**config.mk**
```make
export PLATFORM = sky130hd
export DESIGN_NAME = set_sched
export DESIGN_NICKNAME = d
export VERILOG_FILES = /design/src/rtl/set_sched.sv
export SDC_FILE = /design/constraint.sdc
export NUM_CORES = 1
export LEC_CHECK = 0
export BUFFER_PORTS_ARGS = -buffer_cell sky130_fd_sc_hd__buf_2
export CORE_UTILIZATION = 28
export CTS_CLUSTER_SIZE = 28
export DETAILED_ROUTE_END_ITERATION = 10
export PLACE_DENSITY = 0.53
export SLEW_MARGIN = 30
export SYNTH_ARGS = -nofsm -noshare
export SYNTH_HDL_FRONTEND = slang
export SYNTH_SLANG_ARGS = --single-unit
export TNS_END_PERCENT = 30
```
**constraint.sdc**
```tcl
create_clock -name clk -period 2.6 [get_ports clk]
set_input_delay 0.13 -clock clk [delete_from_list [all_inputs] [get_ports clk]]
set_output_delay 0.13 -clock clk [all_outputs]
set_load 0.02 [all_outputs]
```
**src/rtl/set_sched.sv**
```systemverilog
// Job scheduler: two round-robin requesters feed a job FIFO; a dispatcher
// launches one job at a time on the set engine and returns its response.
module set_sched #(
    parameter int unsigned DEPTH   = 4,
    parameter int unsigned TIMEOUT = 127
) (
    input  logic                    clk,
    input  logic                    rst,
    input  logic [1:0]              req_valid,
    output logic [1:0]              req_ready,
    input  logic [1:0][23:0]        req_central,
    input  logic [1:0][11:0]        req_radius,
    input  logic [1:0][1:0]         req_mode,
    output logic                    set_en,
    output logic [23:0]             set_central,
    output logic [11:0]             set_radius,
    output logic [1:0]              set_mode,
    input  logic                    set_busy,
    input  logic                    set_valid,
    input  logic [7:0]              set_candidate,
    output logic                    rsp_valid,
    input  logic                    rsp_ready,
    output logic                    rsp_id,
    output logic [7:0]              rsp_candidate,
    output logic                    rsp_err,
    output logic [$clog2(DEPTH):0]  fifo_level
);

    localparam int unsigned AW = $clog2(DEPTH);
    localparam int unsigned LW = AW + 1;
    localparam int unsigned CW = $clog2(TIMEOUT + 1);

    localparam logic [1:0] S_IDLE   = 2'd0;
    localparam logic [1:0] S_LAUNCH = 2'd1;
    localparam logic [1:0] S_WAIT   = 2'd2;
    localparam logic [1:0] S_RESP   = 2'd3;

    typedef struct packed {
        logic        id;
        logic [23:0] central;
        logic [11:0] radius;
        logic [1:0]  mode;
    } job_t;

    job_t          mem [DEPTH];
    logic [AW-1:0] wr_ptr;
    logic [AW-1:0] rd_ptr;
    logic [LW-1:0] level;
    logic          prio;
    logic          grant;
    logic          full;
    logic          empty;
    logic          push;
    logic          pop;
    job_t          push_job;
    job_t          head;

    logic [1:0]    state;
    logic [1:0]    state_nxt;
    logic [CW-1:0] cnt;
    logic [CW-1:0] cnt_nxt;
    job_t          job_q;
    job_t          job_nxt;
    logic          set_en_nxt;
    logic          rsp_valid_nxt;
    logic          rsp_id_nxt;
    logic [7:0]    rsp_candidate_nxt;
    logic          rsp_err_nxt;

    assign full       = (level == LW'(DEPTH));
    assign empty      = (level == '0);
    assign fifo_level = level;
    assign head       = mem[rd_ptr];

    // Round-robin winner: the priority holder if it asks, otherwise the other one.
    always_comb begin
        grant = prio;
        if (!req_valid[prio]) begin
            grant = ~prio;
        end
    end

    always_comb begin
        req_ready = '0;
        if (rst && !full && (|req_valid)) begin
            req_ready[grant] = 1'b1;
        end
    end

    assign push             = |(req_valid & req_ready);
    assign push_job.id      = grant;
    assign push_job.central = req_central[grant];
    assign push_job.radius  = req_radius[grant];
    assign push_job.mode    = req_mode[grant];

    always_ff @(posedge clk) begin
        if (push) begin
            mem[wr_ptr] <= push_job;
        end
    end

    // FIFO pointers, occupancy and arbitration priority.
    always_ff @(posedge clk or negedge rst) begin
        if (!rst) begin
            wr_ptr <= '0;
            rd_ptr <= '0;
            level  <= '0;
            prio   <= 1'b0;
        end else begin
            if (push) begin
                wr_ptr <= wr_ptr + AW'(1);
                prio   <= ~grant;
            end
            if (pop) begin
                rd_ptr <= rd_ptr + AW'(1);
            end
            if (push && !pop) begin
                level <= level + LW'(1);
            end else if (pop && !push) begin
                level <= level - LW'(1);
            end
        end
    end

    // Dispatcher next-state and registered-output logic.
    always_comb begin
        state_nxt         = state;
        cnt_nxt           = cnt;
        job_nxt           = job_q;
        set_en_nxt        = 1'b0;
        rsp_valid_nxt     = rsp_valid;
        rsp_id_nxt        = rsp_id;
        rsp_candidate_nxt = rsp_candidate;
        rsp_err_nxt       = rsp_err;
        pop               = 1'b0;
        case (state)
            S_IDLE: begin
                if (!empty && !set_busy) begin
                    pop        = 1'b1;
                    job_nxt    = head;
                    set_en_nxt = 1'b1;
                    state_nxt  = S_LAUNCH;
                end
            end
            S_LAUNCH: begin
                cnt_nxt   = '0;
                state_nxt = S_WAIT;
            end
            S_WAIT: begin
                // A valid arriving on the last allowed cycle wins over the timeout.
                if (set_valid) begin
                    rsp_valid_nxt     = 1'b1;
                    rsp_id_nxt        = job_q.id;
                    rsp_candidate_nxt = set_candidate;
                    rsp_err_nxt       = 1'b0;
                    cnt_nxt           = '0;
                    state_nxt         = S_RESP;
                end else if (cnt == CW'(TIMEOUT - 1)) begin
                    rsp_valid_nxt     = 1'b1;
                    rsp_id_nxt        = job_q.id;
                    rsp_candidate_nxt = 8'h00;
                    rsp_err_nxt       = 1'b1;
                    cnt_nxt           = '0;
                    state_nxt         = S_RESP;
                end else begin
                    cnt_nxt = cnt + CW'(1);
                end
            end
            S_RESP: begin
                if (rsp_ready) begin
                    rsp_valid_nxt = 1'b0;
                    state_nxt     = S_IDLE;
                end
            end
            default: state_nxt = S_IDLE;
        endcase
    end

    always_ff @(posedge clk or negedge rst) begin
        if (!rst) begin
            state         <= S_IDLE;
            cnt           <= '0;
            job_q         <= '0;
            set_en        <= 1'b0;
            rsp_valid     <= 1'b0;
            rsp_id        <= 1'b0;
            rsp_candidate <= 8'h00;
            rsp_err       <= 1'b0;
        end else begin
            state         <= state_nxt;
            cnt           <= cnt_nxt;
            job_q         <= job_nxt;
            set_en        <= set_en_nxt;
            rsp_valid     <= rsp_valid_nxt;
            rsp_id        <= rsp_id_nxt;
            rsp_candidate <= rsp_candidate_nxt;
            rsp_err       <= rsp_err_nxt;
        end
    end

    assign set_central = job_q.central;
    assign set_radius  = job_q.radius;
    assign set_mode    = job_q.mode;

endmodule

```
---- Word-level counts from Yosys, hierarchy flattened ----
Memory sizes are Yosys's and may differ from the RTL's. A register that Yosys moved wholly into a read port is not among the register bits.
Index checks and enable logic that the tools add are counted.
word-level totals
  word-level logic and storage cells ...... 90
  memory bits (writable) .................. 156
  output and inout port bits .............. 55
  bits in registers ....................... 29
  memories kept ........................... 1
  input port bits ......................... 91
cells by class
  $lt $le $gt $ge ......................... 3
  add/subtract/negate cells ............... 5
  muxes and demuxes ....................... 35
  bitwise gates (word level) .............. 3
  reduce and logical (&&, ||, !) cells .... 24
  eq/ne operators ......................... 8
memories
  name  words  width  rd ports  clocked after memory_dff  write ports  line  source
  mem   4      39     1         1                         1            45    job_t mem [DEPTH];
operators with widths
  operator                                                    number
  two-way mux 24 bit                                          2
  two-way mux 12 bit                                          2
  two-way mux 8 bit                                           2
  two-way mux 1 bit                                           14
  two-way mux 2 bit                                           7
  two-way mux 7 bit                                           2
  one-hot mux 7 bit (2 select lines)                          1
  one-hot mux 2 bit (4 select lines)                          1
  nonzero test 2 bit                                          4
  adder 7 x 1 -> 7 bit, second input constant                 1
  == test 7 bit, second input constant                        1
  logical AND 1 bit                                           6
  zero test 1 bit                                             6
  two-way mux 3 bit                                           2
  AND reduction 3 bit                                         2
  adder 2 x 1 -> 2 bit, second input constant                 2
  == test 2 bit, second input constant                        2
  less-than comparator 1 x 2 -> 1 bit, second input constant  2
  != test 2 bit, second input constant                        2
  AND reduction 2 bit                                         2
  OR reduction 2 bit                                          2
  adder 3 x 1 -> 3 bit, second input constant                 1
  == test 3 bit, second input constant                        1
  zero test 3 bit                                             1
  other kinds (9)                                             10

---- Logic depth before layout (Yosys ltp) ----
  word-level depth ........................ 14
  mapped depth ............................ 11
  depth with buffers taken out ............ 10

---- Worst setup path after synthesis ----
Ideal clock, no wire load.
  kind .................................... reg-to-reg
  start point ............................. register level[0], in the netlist fifo_level[0]
  end point ............................... memory mem[3][0] (netlist bit), enable pin
  path buffers ............................ 1
  clock period less this slack ............ 2.479 ns
  stages on the path, launching flop included .. 5
  library setup time ...................... 0.400 ns
  required time ........................... 2.200 ns
  path slack .............................. 0.121 ns
  arrival time ............................ 2.079 ns
  cell sequence ........................... dfrtp_1 nor2_1 a21oi_1 clkbuf_1 and2_1
between the ends
  word-level cells in the longest chain between the ends .. 9
RTL lines
  what                                     line  source
  from (decl)                              48    logic [LW-1:0] level;
  from (signal assigned)                   118   level <= level + LW'(1);
  from (signal assigned)                   120   level <= level - LW'(1);
  == test 3 bit                            70    assign full = (level == LW'(DEPTH));
  zero test 1 bit                          85    if (rst && !full && (|req_valid)) begin
  logical AND 1 bit (2 in a row)           85
  two-way mux 2 bit                        85
  AND 2 bit                                90    assign push = |(req_valid & req_ready);
  OR reduction 2 bit                       90
  net push                                 53    logic push;
  two-way mux 1 bit                        97    if (push) begin
  two-way mux 1 bit (implied by the code)  98    mem[wr_ptr] <= push_job;
  to (decl)                                45
The timed path passes the listed nets, and every way through them passes these cells.

==> impl_results.rst <==
.. list-table::
   :header-rows: 1

   * - Metric
     - Value
   * - Die H
     - 186 um
   * - Max-slew violations
     - 0
   * - Worst-case clock skew
     - 7.04 ps
   * - Starting density of the core
     - approximately 29%
   * - Overall die width
     - 186 um
   * - EDFF count, synth
     - approximately 160
   * - Layout cells sized above 1
     - 45.8%
   * - Path type of the worst min-delay path
     - in2reg
   * - Setup bufs post-CTS
     - 0
   * - Fraction of the core area covered by cells at the end of the flow
     - 37.3%
   * - YS warnings
     - 0
   * - Number of remaining DRC errors
     - 0
   * - Leak pwr
     - 0.00478 uW
   * - Final total negative setup slack
     - 0 ps
   * - Drt pass-1 iters
     - 4
   * - Initial DRC count
     - 152
   * - Mean instance size in the synthesized netlist
     - 19.1 sq um
   * - Net count of the finished layout
     - 813
   * - Core Rows
     - 66
   * - Relative max-transition margin
     - 50.5%
   * - Remaining antenna violation count after routing
     - 0
   * - Number of filler instances in the final layout
     - 3,059
   * - Arrival time of data at the critical path endpoint
     - ~2600 ps
   * - Kind of start point of the critical path
     - register
   * - Overall die area
     - 34,600 sq um
   * - Sequential fraction of the synthesis area
     - 67.4%
   * - Worst hold margin
     - 39.4 ps
   * - Number of clock sinks seen by CTS
     - 224
   * - Most frequent standard cell in the layout excluding fill and tap cells
     - sky130_fd_sc_hd__edfxtp_1
   * - Clock buffers created by TritonCTS
     - 26
   * - Clock Tree Root
     - sky130_fd_sc_hd__clkbuf_16
   * - Share of the cycle needed by the critical path after routing
     - 88.5%
   * - Routed wire length
     - 20,000 um
   * - Setup repair after global routing missed its margin
     - no
   * - Fmax
     - 434 MHz
   * - Clock slew at reported path FFs
     - 60 ps
   * - All-Layer GR Usage
     - 11.8%
   * - Clock buffer depth
     - 3
   * - Antenna Diode Count
     - 0
   * - Number of H-tree levels
     - 1
   * - Remaining global-route overflow
     - 0
   * - Total nets after synthesis
     - 598
   * - Port bufs
     - 145
   * - Post-Syn Area
     - 9470 sq um
   * - Post-CTS Resized
     - 0
   * - Clock tree from TritonCTS
     - built
   * - FF+latch count, synth
     - 224
   * - Power per cell area
     - 1130 nW/um^2
   * - Crit path required time
     - ~2800 ps
   * - Critical path fanouts, max
     - 39
   * - Setup Crit Path Kind
     - reg2reg
   * - Total I/O pin count
     - about 150
   * - Post-synth ARST share
     - 30.4%
   * - Hold_buf cts
     - 84
   * - Maximum vdd ir drop
     - ~0.51 mV
   * - Initial antenna violation count
     - 0
   * - Clock latency on the worst-skew pair
     - 520 ps
   * - Endpoint kind of the worst setup timing path
     - register
   * - Most frequent cells in the layout
     - sky130_fd_sc_hd__edfxtp_1, sky130_fd_sc_hd__buf_2, sky130_fd_sc_hd__dlygate4sd3_1
   * - Routed length per placed instance
     - 17.0 um
   * - Final setup fails
     - 0
   * - Number of distinct standard cells referenced by the synthesized netlist
     - 43
   * - Setup slack after layout
     - 298 ps
   * - Most used flip-flop cell after synthesis
     - sky130_fd_sc_hd__edfxtp_1
   * - Result of the run
     - finished, final reports clean
   * - Cells after synthesis
     - 496
   * - Post-placement worst setup slack
     - 542 ps
   * - Core Area
     - 32,900 sq um
   * - Relative area change from synthesis to final layout
     - 29.8%
   * - Max capacitance violation total
     - 0
   * - Pin count of the biggest net entering global routing
     - 69
   * - Vias in the first global route
     - between 5,000 and 6,000
   * - Min Clock Period, post-route
     - between 2000 and 2500 ps
   * - First-pass GRT wire length
     - 31,000 um
   * - Routed via count
     - 5,083
   * - Number of vias per cell
     - roughly 4.3
   * - Actual slew at the worst max-slew pin
     - 743 ps
   * - Final HPWL from detailed placement
     - 12,300 um
   * - Count of endpoints failing hold in the final timing report
     - 0
   * - Placer's final routability congestion estimate
     - 0.675
[power breakdown]
part           switching [uW]  total, uW  internal [uW]
Sequential                534       5410           4880
Combinational            2140       4420           2270
Clock                    1440       4060           2620
Total                    4120      13900           9770
[metal layers]
metal | GRT usage, % | wire, um | share of wire, %
met1 | 14.2 | 8560 | 43
met2 | 21.6 | 10200 | 51
met3 | 2.17 | 759 | 3.8
met4 | 2.95 | 435 | 2.2
met5 | 0 | 0 | 0
[worst paths after layout]
kind / endpoint / depth (start not counted) / start / slack (ps)
max: mem[1][5]$_DFFE_PP_ / 4 / prio$_DFFE_PN0P_ / 300
max in group asynchronous: rd_ptr[0]$_DFFE_PN0P_ / 3 / rst / 1720
min reg2reg: rsp_id$_DFFE_PN0P_ / 1 / rsp_id$_DFFE_PN0P_ / 490
min: mem[3][28]$_DFFE_PP_ / 2 / req_central[14] / 40
max reg2reg: mem[1][5]$_DFFE_PP_ / 4 / prio$_DFFE_PN0P_ / 300
min in group asynchronous: fifo_level[2]$_DFFE_PN0P_ / 3 / rst / 320
[logic make-up (layout without fill, tap and decap cells)]
group	count (synthesis)	count (layout)	share of synthesized area, %
DFF	224	224	67.4
muxes	124	124	20.9
buffers and inverters	69	304	5.37
and+or+nand+nor	34	34	2.07
AOI/OAI and AO/OA	26	26	2.01
adders and majority gates	11	11	1.53
xor gates and xnor gates	8	8	0.739
[worst max-delay path, stage by stage (launching register included)]
cell	delay, ps
sky130_fd_sc_hd__dfrtp_1	410
sky130_fd_sc_hd__mux2i_4	300
sky130_fd_sc_hd__buf_12	270
sky130_fd_sc_hd__mux2_2	380
sky130_fd_sc_hd__dlygate4sd3_1	620
[cell usage after synthesis (2+ instances only)]
library cell               number  area share (%)
sky130_fd_sc_hd__a21oi_1        5            0.26
sky130_fd_sc_hd__a22o_1         9            0.83
sky130_fd_sc_hd__and2_1         7            0.46
sky130_fd_sc_hd__clkbuf_1       6            0.24
sky130_fd_sc_hd__xor2_1         4            0.37
sky130_fd_sc_hd__mux2_1         2            0.24
sky130_fd_sc_hd__o211ai_1       2            0.16
sky130_fd_sc_hd__o21ai_0        4            0.21
sky130_fd_sc_hd__nand2_1        6            0.24
sky130_fd_sc_hd__edfxtp_1     156              49
sky130_fd_sc_hd__mux2_4        38             6.0
sky130_fd_sc_hd__mux2_2        41             4.9
sky130_fd_sc_hd__ha_1          10             1.3
sky130_fd_sc_hd__buf_12         4            0.85
sky130_fd_sc_hd__mux2i_1        4            0.42
sky130_fd_sc_hd__buf_6          5            0.59
sky130_fd_sc_hd__inv_1         11            0.44
sky130_fd_sc_hd__mux4_2        38             9.0
sky130_fd_sc_hd__buf_4         38             3.0
sky130_fd_sc_hd__xnor2_1        4            0.37
sky130_fd_sc_hd__nand2b_1       2            0.13
sky130_fd_sc_hd__buf_2          4            0.21
sky130_fd_sc_hd__dfrtp_1       68              18
sky130_fd_sc_hd__nor2_1         9            0.36
[final cells by class]
| type | count | area [sq um] | area share [%] |
|---|---|---|---|
| clock buffer | 30 | 697 | 5.67 |
| multi-input combinational | 203 | 2600 | 21.1 |
| timing repair buffer | 245 | 1740 | 14.2 |
| sequential | 224 | 6390 | 52.0 |
| inverter | 11 | 41.3 | 0.336 |
| clock inverter | 18 | 277 | 2.25 |
| tap | 442 | 553 | 4.50 |
[registers in the layout (all words and copies together) (netlist names)]
signal	flops
cnt	7
fifo_level	3
job_q	1
mem	156
prio	1
rd_ptr	2
rsp_candidate	8
rsp_err	1
rsp_id	1
rsp_valid	1
set_central	24
set_en	1
set_mode	2
set_radius	12
state	2
wr_ptr	2
[through the flow]
stage               instances  power (uW)  area (sq um)
CTS                      1173       14200         12300
global route             1173       14600         12300
finish                   1173       13900         12300
detailed placement       1041        9820         10500
global placement         1041        9660         10500
floorplan                 496        8930          9470
No activity file was read; power rests on OpenSTA's default activity.
